`src/rtl/call_stack_ctrl_pkg.sv`:
```
// call_stack_ctrl_pkg: shared state enum and fetch-control encodings for the call stack controller.
package call_stack_ctrl_pkg;
  typedef enum logic [2:0] {IDLE, PUSH_L, PUSH_H, POP_H, POP_L, POP_LAST, REDIRECT} state_e;
  localparam logic [1:0] PC_NEXT  = 2'b00;
  localparam logic [1:0] PC_ISR   = 2'b10;
  localparam logic [1:0] PC_RET   = 2'b11;
  localparam logic [1:0] POP_NONE = 2'b00;
  localparam logic [1:0] POP_HI   = 2'b11;
  localparam logic [1:0] POP_LO   = 2'b10;
endpackage

```
`src/rtl/call_stack_ctrl_reg.sv`:
```
// call_stack_ctrl_reg: parameterised register with enable and synchronous reset value.
module call_stack_ctrl_reg #(
  parameter int WIDTH = 8,
  parameter logic [WIDTH-1:0] RST_VAL = '0
) (
  input  logic             clk,
  input  logic             rst,
  input  logic             en_i,
  input  logic [WIDTH-1:0] d_i,
  output logic [WIDTH-1:0] q_o
);
  always_ff @(posedge clk)
    if (rst) q_o <= RST_VAL;
    else if (en_i) q_o <= d_i;
endmodule

```
`src/rtl/call_stack_ctrl.sv`:
```
// call_stack_ctrl: pushes/pops 2-word return addresses on a downward data-memory stack and steers fetch.
module call_stack_ctrl
  import call_stack_ctrl_pkg::*;
#(
  parameter int W    = 16,
  parameter int SIZE = 20
) (
  input  logic            clk,
  input  logic            rst,
  input  logic            int_i,
  input  logic            call_i,
  input  logic            ret_i,
  input  logic [2*W-1:0]  ret_pc_i,
  output logic            mem_wr_o,
  output logic            mem_rd_o,
  output logic [SIZE-1:0] addr_o,
  output logic [W-1:0]    wdata_o,
  output logic [1:0]      pop_l_h_o,
  output logic [1:0]      jump_sel_o,
  output logic            pc_enb_o,
  output logic            busy_o,
  output logic            stk_err_o,
  output logic [SIZE-1:0] sp_o
);
  localparam logic [SIZE-1:0] SP_TOP = '1;
  state_e          state_q;
  logic            is_int_q;
  logic [W-1:0]    ret_hi_q;
  logic [SIZE-1:0] sp_q, sp_d;
  logic            sp_en, push_ok, ret_ok;
  assign push_ok = sp_q >= SIZE'(2);
  assign ret_ok  = sp_q <= SP_TOP - SIZE'(2);
  assign sp_en   = state_q inside {PUSH_L, PUSH_H, POP_H, POP_L};
  assign sp_d    = (state_q == PUSH_L || state_q == PUSH_H) ? sp_q - 1'b1 : sp_q + 1'b1;
  call_stack_ctrl_reg #(.WIDTH(SIZE), .RST_VAL(SP_TOP)) u_sp (
    .clk(clk), .rst(rst), .en_i(sp_en), .d_i(sp_d), .q_o(sp_q)
  );
  // Outputs are registered alongside the transition, so each state's strobes appear while in that state.
  always_ff @(posedge clk)
    if (rst) begin
      state_q    <= IDLE;
      is_int_q   <= 1'b0;
      ret_hi_q   <= '0;
      mem_wr_o   <= 1'b0;
      mem_rd_o   <= 1'b0;
      addr_o     <= '0;
      wdata_o    <= '0;
      pop_l_h_o  <= POP_NONE;
      jump_sel_o <= PC_NEXT;
      stk_err_o  <= 1'b0;
    end else begin
      mem_wr_o   <= 1'b0;
      mem_rd_o   <= 1'b0;
      pop_l_h_o  <= POP_NONE;
      jump_sel_o <= PC_NEXT;
      case (state_q)
        IDLE:
          if (int_i || call_i) begin
            if (push_ok) begin
              state_q  <= PUSH_L;
              is_int_q <= int_i;
              ret_hi_q <= ret_pc_i[2*W-1:W];
              mem_wr_o <= 1'b1;
              addr_o   <= sp_q;
              wdata_o  <= ret_pc_i[W-1:0];
            end else stk_err_o <= 1'b1;
          end else if (ret_i) begin
            if (ret_ok) begin
              state_q  <= POP_H;
              mem_rd_o <= 1'b1;
              addr_o   <= sp_q + 1'b1;
            end else stk_err_o <= 1'b1;
          end
        PUSH_L: begin
          state_q  <= PUSH_H;
          mem_wr_o <= 1'b1;
          addr_o   <= sp_q - 1'b1;
          wdata_o  <= ret_hi_q;
        end
        PUSH_H: begin
          state_q    <= is_int_q ? REDIRECT : IDLE;
          jump_sel_o <= is_int_q ? PC_ISR : PC_NEXT;
        end
        POP_H: begin
          state_q   <= POP_L;
          mem_rd_o  <= 1'b1;
          addr_o    <= sp_q + SIZE'(2);
          pop_l_h_o <= POP_HI;
        end
        POP_L: begin
          state_q   <= POP_LAST;
          pop_l_h_o <= POP_LO;
        end
        POP_LAST: begin
          state_q    <= REDIRECT;
          jump_sel_o <= PC_RET;
        end
        default: state_q <= IDLE;
      endcase
    end
  assign busy_o   = state_q != IDLE;
  assign pc_enb_o = state_q == IDLE || state_q == REDIRECT;
  assign sp_o     = sp_q;
endmodule

```
`config.mk`:
```
export PLATFORM = sky130hd
export DESIGN_NAME = call_stack_ctrl
export DESIGN_NICKNAME = d
export VERILOG_FILES = /design/src/rtl/call_stack_ctrl_pkg.sv /design/src/rtl/call_stack_ctrl_reg.sv /design/src/rtl/call_stack_ctrl.sv
export SDC_FILE = /design/constraint.sdc
export NUM_CORES = 1
export LEC_CHECK = 0
export ABC_CLOCK_PERIOD_IN_PS = 7700
export BUFFER_PORTS_ARGS = -buffer_cell sky130_fd_sc_hd__buf_2
export CAP_MARGIN = 10
export CORE_MARGIN = 8
export CORE_UTILIZATION = 50
export CTS_CLUSTER_SIZE = 12
export DETAILED_ROUTE_END_ITERATION = 12
export PLACE_DENSITY = 0.75
export SLEW_MARGIN = 0
export SYNTH_ARGS = -nofsm -noshare
export SYNTH_HDL_FRONTEND = slang
export SYNTH_SLANG_ARGS = --single-unit
```
`constraint.sdc`:
```
create_clock -name clk -period 7.7 [get_ports clk]
set_input_delay 2.31 -clock clk [delete_from_list [all_inputs] [get_ports clk]]
set_output_delay 2.31 -clock clk [all_outputs]
set_load 0.02 [all_outputs]
```
==> results.json <==
{
  "status": "finished clean",
  "portBuffers": 101,
  "cp-end-kind": "flop",
  "tns_ps": 0,
  "start_util": 0.506,
  "post_cts_buffers": 0,
  "rsz0062_at_grt": "false",
  "worstPathCellList": "buf_2 > nor2_1 > nand2_1 > a2111o_1 > and3_1 > or3b_1 > a21oi_1",
  "yosys_most_used_dff": "dfxtp_1",
  "critPathRequiredTime_ps": 7990,
  "yosysTopAreaCellShare": 0.362,
  "gp_congestion": 0.964,
  "cts_hold_buf": 0,
  "via_per_inst": 6.13,
  "synth-seq-area-share": 0.362,
  "max_clock_freq_ghz": 0.240,
  "drtIter0Drc": 432,
  "hpwlAfterDp_um": 10400,
  "wire_per_inst_um": 18.9,
  "dieArea_um2": 12500,
  "final_area_um2": 5210,
  "synthTopCellsByArea": "dfxtp_1, nand2_1, a21oi_1",
  "r2r_start": "u_sp.q_o[5]",
  "grt_max_degree": 65,
  "ctsRootBufferMaster": "clkbuf_8",
  "setup_ws_ps": 3540,
  "layout_commonest_cell": "nand2_1",
  "clk_path_buf_depth": 2,
  "synthArstFlopShare": 0,
  "r2r_slack_ps": 4510,
  "htreeDepth": 3,
  "synth_cell_type_count": 72,
  "routed_wl_um": 14700,
  "die_h_um": 112,
  "r2r_cells": 6,
  "crit_slowest_cell": "nor2_1",
  "synth_area_um2": 4590,
  "cp-start-kind": "input port",
  "slew_headroom": 0.232,
  "skew_ps": 10.2,
  "via_count": 4751,
  "final_util": 0.575,
  "syn2layout_area_growth_pct": 13.5,
  "p_per_area_nw_per_um2": 345,
  "hold_path_class": "reg2reg",
  "p_total_mw": 1.80,
  "ys_ff_latch": 83,
  "synthCells": 601,
  "stdcell_count": 775,
  "hold_viol_final": 0,
  "core_um2": 9060,
  "cts_resized": 0,
  "synth_edf_count": 0,
  "antenna_left": 0,
  "drc": 0,
  "final_cell_mix": "nand2_1, buf_2, dfxtp_1",
  "diodes": 0,
  "numCtsBuffers": 9,
  "placed_area_um2": 5000,
  "top_level_ports": 102,
  "drv_cap": 0,
  "tightestPinTransition_ps": 1150,
  "fin_crit_ps": 4160,
  "drive_above_1_share": 0.206,
  "power_leakage_nw": 2.28,
  "ys_warn_count": 0,
  "fin_crit_sh": 0.540,
  "r2r_end": "wdata_o[13]",
  "drtPass1Iterations": 5,
  "criticalPathCategory": "in2reg",
  "syn_nets": 645,
  "fin_nets": 704,
  "critPathMaxFanout": 12,
  "setup_viol": 0,
  "irDropWorstVdd_v": 0.000129,
  "synth_area_per_cell_um2": 7.64,
  "grt_pass1_vias": 4466,
  "grtUsageTotal": 0.229,
  "pre_cts_slack_ps": 3160,
  "slew_violations": 0,
  "yosysTopAreaCell": "dfxtp_1",
  "clock_sinks": 83,
  "die_x_um": 112,
  "hold_slack_ps": 452,
  "endpoint": "addr_o[13]",
  "clk_latency_ps": 370,
  "cts_tree": "yes",
  "num_rows": 35,
  "slowest_delay_ps": 620,
  "critical_path.startpoint": "int_i",
  "fillCellCount": 860,
  "clk_pin_slew_ps": 90,
  "dp_cells": 760,
  "grt_pass1_wl_um": 23400,
  "worstPathArrival_ps": 4450,
  "grt_overflow": 0,
  "antenna_found_initial": 1
}
worst min-delay path by stage:
stage | slack, ps | cells after the start | to | from
floorplan | 440 | 2 | is_int_q | is_int_q
global placement | 440 | 2 | addr_o[0] | addr_o[0]
detailed placement | 440 | 2 | addr_o[0] | addr_o[0]
CTS | 450 | 2 | addr_o[0] | addr_o[0]
global route | 460 | 2 | addr_o[0] | addr_o[0]
finish | 450 | 2 | addr_o[0] | addr_o[0]
sequential cells by signal, indices dropped and copies added (netlist names), 2 cells and up:
signal / count
jump_sel_o: 2
ret_hi_q: 16
u_sp.q_o: 20
pop_l_h_o: 2
state_q: 3
addr_o: 20
wdata_o: 16
cell type report:
cell class / count / area [µm²] / area share
Clock buffer: 9 / 124 / 0.0238
Clock inverter: 6 / 90.1 / 0.0173
Inverter: 6 / 22.5 / 0.00432
Multi-Input combinational cell: 458 / 2660 / 0.511
Sequential cell: 83 / 1660 / 0.319
Tap cell: 111 / 139 / 0.0267
Timing Repair Buffer: 102 / 513 / 0.0984
cell usage after synthesis (6+ instances only):
master and count:
nand2_1 135, dfxtp_1 83, nor2_1 57, a21oi_1 49, clkbuf_1 33, xnor2_1 22
a311oi_1 16, buf_2 15, nor3_1 14, nand3_1 13, o21ai_0 13, a211oi_1 10
xor2_1 10, nand4_1 9, nor4_1 9, and3_1 7, ha_1 7, inv_1 6
critical path: cells and delay by family:
| family | cells | cell delay [ps] |
|---|---|---|
| buffers and inverters | 1 | 110 |
| and+or+nand+nor | 4 | 1530 |
| AOI/OAI and AO/OA | 2 | 480 |
metal layers:
metal / GRT usage / routed length, µm
met2: 0.372 / 6840
met4: 0.0893 / 316
met1: 0.293 / 6270
met3: 0.0438 / 1240
met5: 0 / 9
where the power goes:
group | leakage (nW) | switching, mW | total [mW] | internal, mW
Sequential | 0.685 | 0.110 | 0.627 | 0.517
Clock | 0.106 | 0.173 | 0.355 | 0.182
Combinational | 1.48 | 0.537 | 0.814 | 0.278
Total | 2.28 | 0.819 | 1.80 | 0.977
logic make-up (layout without fill, tap and decap cells):
logic type                 Yosys count  in the layout  synth area share
DFF                                 83             83             0.362
xor gates and xnor gates            32             32            0.0611
buffers and inverters               60            123            0.0581
muxes                                4              4           0.00981
adders and majority gates            7              7            0.0191
AOI/OAI and AO/OA                  134            134             0.202
and+or+nand+nor                    281            281             0.288
Power figures use the tool's default switching activity.
